[src/rtl/nibble_serial_addsub_ctrl.sv]
// -----------------------------------------------------------------------------
// nibble_serial_addsub_ctrl
//
// Purpose:
//   WIDTH-bit add/subtract unit that reuses a single 4-bit carry-lookahead
//   slice. It processes one nibble per clock, least significant nibble first,
//   and keeps the slice carry-out in a register between nibbles. A request is
//   a one-cycle start pulse. The unit answers with a one-cycle done pulse
//   together with the registered result and flags.
//
// Optional feature (compile-time macro):
//   ADDSUB_SAT_EN - when defined, a signed overflow saturates the result to the
//                   most positive or most negative value. flag_z and flag_n
//                   follow the saturated value. cout and flag_v still report
//                   the raw carry and the raw overflow.
//
// Ports (nibble_serial_addsub_ctrl):
//   clk      in   1      rising-edge clock
//   rst      in   1      asynchronous active-high reset
//   start    in   1      request, sampled only in IDLE or DONE
//   op_sub   in   1      0 = a+b, 1 = a-b, sampled with start
//   a, b     in   WIDTH  operands, sampled with start
//   busy     out  1      high while the nibble loop runs
//   done     out  1      one-cycle completion pulse
//   result   out  WIDTH  registered result, held between operations
//   cout     out  1      raw carry-out of the most significant nibble
//   flag_z   out  1      result == 0
//   flag_n   out  1      result[WIDTH-1]
//   flag_v   out  1      signed overflow
//
// Ports (nibble_serial_addsub_cla4):
//   i_a, i_b in   4      nibble operands
//   i_cin    in   1      carry-in
//   o_sum    out  4      nibble sum
//   o_cout   out  1      carry-out
// -----------------------------------------------------------------------------

module nibble_serial_addsub_cla4 (
    input  logic [3:0] i_a,
    input  logic [3:0] i_b,
    input  logic       i_cin,
    output logic [3:0] o_sum,
    output logic       o_cout
);
    logic [3:0] w_g;
    logic [3:0] w_p;
    logic [3:0] w_c;

    assign w_g = i_a & i_b;
    assign w_p = i_a ^ i_b;

    // All carries are flattened generate/propagate terms, so no ripple path
    // runs through the slice.
    assign w_c[0] = i_cin;
    assign w_c[1] = w_g[0] | (w_p[0] & i_cin);
    assign w_c[2] = w_g[1] | (w_p[1] & w_g[0]) | (w_p[1] & w_p[0] & i_cin);
    assign w_c[3] = w_g[2] | (w_p[2] & w_g[1]) | (w_p[2] & w_p[1] & w_g[0])
                  | (w_p[2] & w_p[1] & w_p[0] & i_cin);
    assign o_cout = w_g[3] | (w_p[3] & w_g[2]) | (w_p[3] & w_p[2] & w_g[1])
                  | (w_p[3] & w_p[2] & w_p[1] & w_g[0])
                  | (w_p[3] & w_p[2] & w_p[1] & w_p[0] & i_cin);
    assign o_sum  = w_p ^ w_c;
endmodule

module nibble_serial_addsub_ctrl #(
    parameter int WIDTH = 16
) (
    input  logic             clk,
    input  logic             rst,
    input  logic             start,
    input  logic             op_sub,
    input  logic [WIDTH-1:0] a,
    input  logic [WIDTH-1:0] b,
    output logic             busy,
    output logic             done,
    output logic [WIDTH-1:0] result,
    output logic             cout,
    output logic             flag_z,
    output logic             flag_n,
    output logic             flag_v
);
    localparam int NIB = WIDTH / 4;
    localparam int IW  = $clog2(NIB);
    localparam logic [IW-1:0] LAST = IW'(NIB - 1);

    typedef enum logic [1:0] {
        S_IDLE,
        S_RUN,
        S_DONE
    } state_t;

    state_t           r_state;
    state_t           w_next;
    logic [WIDTH-1:0] r_opa;
    logic [WIDTH-1:0] r_opb;
    logic [WIDTH-5:0] r_acc;    // lower nibbles; the top nibble goes straight to result
    logic             r_carry;
    logic [IW-1:0]    r_idx;

    logic [3:0]       w_sum;
    logic             w_cout;
    logic             w_cap;
    logic             w_last;
    logic             w_ovf;
    logic [WIDTH-1:0] w_raw;
    logic [WIDTH-1:0] w_final;

    nibble_serial_addsub_cla4 u_slice (
        .i_a    (r_opa[4*r_idx +: 4]),
        .i_b    (r_opb[4*r_idx +: 4]),
        .i_cin  (r_carry),
        .o_sum  (w_sum),
        .o_cout (w_cout)
    );

    // A new request is taken in any state except RUN.
    assign w_cap  = start && (r_state != S_RUN);
    assign w_last = (r_state == S_RUN) && (r_idx == LAST);
    assign w_raw  = {w_sum, r_acc};
    // Overflow occurs when the operands share a sign and the sum has the other sign.
    // r_opb is already inverted for a subtract.
    assign w_ovf  = (r_opa[WIDTH-1] == r_opb[WIDTH-1]) && (w_sum[3] != r_opa[WIDTH-1]);

`ifdef ADDSUB_SAT_EN
    assign w_final = !w_ovf          ? w_raw :
                     r_opa[WIDTH-1]  ? {1'b1, {(WIDTH-1){1'b0}}} :
                                       {1'b0, {(WIDTH-1){1'b1}}};
`else
    assign w_final = w_raw;
`endif

    assign busy = (r_state == S_RUN);
    assign done = (r_state == S_DONE);

    always_comb begin
        // NOTE: assign the default first so that no path leaves w_next
        // unassigned. Otherwise synthesis would infer a latch.
        w_next = r_state;
        case (r_state)
            S_IDLE:  if (start) w_next = S_RUN;
            S_RUN:   if (r_idx == LAST) w_next = S_DONE;
            S_DONE:  w_next = start ? S_RUN : S_IDLE;
            default: w_next = S_IDLE;
        endcase
    end

    always_ff @(posedge clk or posedge rst) begin
        if (rst) begin
            r_state <= S_IDLE;
        end else begin
            // NOTE: state registers take non-blocking assignments, so every
            // flop samples its pre-edge inputs regardless of block order.
            r_state <= w_next;
        end
    end

    always_ff @(posedge clk or posedge rst) begin
        if (rst) begin
            // NOTE: the operand and assembly registers are reset as well.
            // They are few, and this keeps the slice inputs defined while idle.
            r_opa   <= '0;
            r_opb   <= '0;
            r_acc   <= '0;
            r_carry <= 1'b0;
            r_idx   <= '0;
            result  <= '0;
            cout    <= 1'b0;
            flag_z  <= 1'b0;
            flag_n  <= 1'b0;
            flag_v  <= 1'b0;
        end else if (w_cap) begin
            // A two's-complement subtract is done as a + ~b + 1.
            r_opa   <= a;
            r_opb   <= op_sub ? ~b : b;
            r_carry <= op_sub;
            r_idx   <= '0;
        end else if (r_state == S_RUN) begin
            r_carry <= w_cout;
            if (w_last) begin
                r_idx  <= '0;
                result <= w_final;
                cout   <= w_cout;
                flag_v <= w_ovf;
                flag_z <= (w_final == '0);
                flag_n <= w_final[WIDTH-1];
            end else begin
                r_acc[4*r_idx +: 4] <= w_sum;
                r_idx               <= r_idx + 1'b1;
            end
        end
    end
endmodule
[config.mk]
export PLATFORM = sky130hd
export DESIGN_NAME = nibble_serial_addsub_ctrl
export DESIGN_NICKNAME = d
export VERILOG_FILES = /design/src/rtl/nibble_serial_addsub_ctrl.sv
export SDC_FILE = /design/constraint.sdc
export NUM_CORES = 1
export LEC_CHECK = 0
export BUFFER_PORTS_ARGS = -buffer_cell sky130_fd_sc_hd__buf_4
export CAP_MARGIN = 5
export CORE_ASPECT_RATIO = 1.5
export CORE_MARGIN = 2
export CORE_UTILIZATION = 40
export CTS_BUF_LIST = sky130_fd_sc_hd__clkbuf_4 sky130_fd_sc_hd__clkbuf_8
export DETAILED_ROUTE_END_ITERATION = 7
export HOLD_SLACK_MARGIN = 0.03
export SKIP_LAST_GASP = 1
export SYNTH_ARGS = -nofsm -noshare
export SYNTH_HDL_FRONTEND = slang
export SYNTH_HIERARCHICAL = 1
export SYNTH_SLANG_ARGS = --single-unit
[constraint.sdc]
create_clock -name clk -period 3.5 [get_ports clk]
set_input_delay 0.175 -clock clk [delete_from_list [all_inputs] [get_ports clk]]
set_output_delay 0.175 -clock clk [all_outputs]
set_load 0.02 [all_outputs]
==> impl_metrics.csv <==
group,metric,value,unit
routing,drt_iter0_markers,73,
worst_setup_path,reg2regPathDepth,9,
worst_setup_path,path_class,"reg2reg",
clock_tree,postCtsHoldBufs,0,
synth,synth.area.top_cells,"dfrtp_1, mux2_2, mux2_4",
sta,hold_viol_final,0,
floorplan,pin_count,58,
routing,first_pass_iters,4,
pwr,switching_share,0.388,
grt,antenna_found_initial,0,
worst_setup_path,critPathLaunchType,"flip-flop",
floorplan,die_width,78.3,microns
sta,slew_headroom,0.418,
grt,grt_pass1_wl,10800,microns
floorplan,die_area,9040,sq um
clock_tree,clk_pin_slew,0.07,ns
sta,fmax,333,MHz
clock_tree,ctsResizeCount,0,
worst_setup_path,arrival,3.28,ns
synth,synth_fp_nets,309,
sta,fin_crit,3.00,ns
place,port_buffers,57,
sta,finalSetupTns,0,ns
pwr,p_seq_frac,0.331,
final_layout,nets,362,
synth,ys_ff_latch,68,
synth,synth-edff-count,0,
routing,via_per_inst,4.97,
synth,yosysMostFrequentCell,"dfrtp_1",
sta,drv_slew,0,
synth,synth_flop_cell,"dfrtp_1",
floorplan,start_util,0.414,
pwr,power_frac_clock,0.176,
final_layout,syn_to_final_growth,21.3,%
synth,ys_warn_count,6,
worst_setup_path,timing.rr.end,"flag_z",
sta,finalSetupViolCount,0,
synth,synthArstFlopShare,1.00,
final_layout,drive_gt1_frac,0.377,
synth,yosysTopAreaCellShare,0.514,
clock_tree,clkLatencyLatePin,0.35,ns
clock_tree,cts-root-buf,"clkbuf_8",
clock_tree,cts_buffers,9,
clock_tree,post_cts.repair.setup_buffers,0,
pwr,pwr-share-comb,0.493,
routing,post_drt_wl_per_cell,15.3,microns
place,gp_congestion,0.767,
run,maxCapViolations,0,
worst_setup_path,crit_start,"r_idx[0]",
final_layout,num_antenna_cells,0,
sta,rsz0062_at_grt,"no",
grt,grt_pass1_vias,2196,
clock_tree,cts.sinks,68,
clock_tree,ctsLongestPathBuffers,2,
place,dp_hpwl,4740,microns
routing,postRouteAntennaNets,0,
clock_tree,cts_tree,"built",
outcome,outcome,"completed",
worst_setup_path,regToRegStartpoint,"r_idx[0]",
sta,finalCritPeriodShare,0.858,
routing,vias,2119,
floorplan,rows,40,
pwr,vdd_ir_drop_max,0.454,mV
worst_setup_path,cp-end-kind,"flip-flop",
grt,grt_max_degree,69,
routing,drc,0,
pwr,powerDensity,1060,nW/um^2
synth,ys_top_cells_by_count,"dfrtp_1, a21oi_1, mux2_2, nand2_1, xnor2_1",
synth,synth_area,3310,sq um
worst_setup_path,crit_path_end,"flag_z",
routing,routed_wl,6510,microns
synth,avgSynthCellArea,12.6,sq um
grt,grt_overflow,0,
synth,ys_types,37,
worst_setup_path,reg2reg_slack,0.50,ns
pwr,intPower,2.60,mW
synth,yosys.area.top_type,"dfrtp_1",
pwr,cellLeakagePower,1.88,nW
synth,netlist_instances,263,
floorplan,die_y,115,microns
sta,hold_ws,0.0501,ns
clock_tree,htree_levels,3,
sta,skew,0.00763,ns
worst_setup_path,crit_required,3.78,ns
worst_setup_path,crit_fanout,16,
floorplan,core-area,8010,sq um
sta,worst_slew_pin_slew,0.873,ns
hold_path,hold_class,"in2reg",
synth,ys_seq_area_frac,0.514,
final_layout,fillers,749,
pwr,netSwitchingPower,1.65,mW
grt,grt_usage,0.161,
-- power by group through the flow --
stage / clock network (mW) / logic (mW) / registers, mW
2_1_floorplan: 0 / 1.53 / 1.39
3_3_place_gp: 0 / 2.05 / 1.43
3_5_place_dp: 0 / 2.10 / 1.43
4_1_cts: 0.766 / 2.12 / 1.42
5_1_grt: 0.790 / 2.31 / 1.46
6_report: 0.748 / 2.09 / 1.41
-- metrics by stage --
step                      instances  worst slack [ns]  utilization  area [sq um]  total power [mW]
after CTS                       426             0.436        0.502          4020              4.30
after global placement          410             0.567        0.472          3780              3.48
after floorplan                 263             0.760            -          3310              2.92
after global routing            426             0.200        0.502          4020              4.56
final                           426             0.497        0.502          4020              4.25
after detailed placement        410             0.485        0.472          3780              3.53
-- cell type report --
class	instances	area, sq um	share of cell area
Tap cell	105	131	0.0327
Timing Repair Buffer	60	450	0.112
Clock buffer	12	165	0.0411
Inverter	10	37.5	0.00935
Sequential cell	68	1700	0.424
Multi-Input combinational cell	167	1460	0.364
Clock inverter	4	70.1	0.0174
-- cell usage in the layout, fill, tap and decap left out, types with 2 or more instances in the layout --
master | Yosys | routed
mux4_2 | 8 | 8
mux2_2 | 20 | 20
o21ai_0 | 5 | 5
a21oi_1 | 35 | 35
nor2_1 | 2 | 2
a22o_1 | 4 | 4
nor4_1 | 4 | 4
mux2_4 | 13 | 13
buf_4 | 2 | 60
nand2_1 | 18 | 18
inv_1 | 10 | 9
nor4bb_1 | 2 | 2
nand2b_1 | 2 | 2
dfrtp_1 | 68 | 68
nand3_1 | 5 | 5
bufinv_16 | 0 | 2
xnor2_1 | 18 | 18
clkinv_2 | 0 | 2
a21o_1 | 3 | 3
clkbuf_8 | 0 | 12
nor3b_1 | 2 | 2
nand4bb_1 | 3 | 3
ha_1 | 9 | 9
-- critical path: stages, from the launching register on --
cell	delay, ns
dfrtp_1	0.80
mux4_2	0.62
ha_1	0.32
a21o_1	0.20
a31o_1	0.24
xor2_1	0.15
buf_4	0.16
nor4_1	0.18
nand4_1	0.10
o21ai_0	0.15
-- registers in the layout (all words and copies together), names as in the netlist --
| signal | cells |
|---|---|
| cout | 1 |
| flag_v | 1 |
| flag_z | 1 |
| r_acc | 12 |
| r_carry | 1 |
| r_idx | 2 |
| r_opa | 16 |
| r_opb | 16 |
| r_state | 2 |
| result | 16 |
-- metal layers --
layer / up-vias / track usage / wire, microns
li1: 1036 / - / -
met1: 1020 / 0.177 / 2500
met2: 48 / 0.284 / 3560
met3: 15 / 0.0327 / 218
met4: 0 / 0.101 / 229
met5: - / 0 / 0
-- worst min path at each step --
stage	startpoint	end	slack [ns]	cells past startpoint
floorplan	a[0]	r_opa[0]	0.32	1
global placement	a[10]	r_opa[10]	0.41	2
detailed placement	a[14]	r_opa[14]	0.41	2
CTS	a[14]	r_opa[14]	0.03	2
global route	a[3]	r_opa[3]	0.05	2
finish	a[14]	r_opa[14]	0.05	2
-- cells by family after synthesis --
logic type | after synthesis | share of synthesized area
xor+xnor | 19 | 0.0502
fa+ha+maj | 10 | 0.0400
compound gates | 52 | 0.0888
buf+inv | 28 | 0.0453
simple gates | 44 | 0.0774
mux | 42 | 0.184
flops | 68 | 0.514
(Power assumes the default switching activity.)
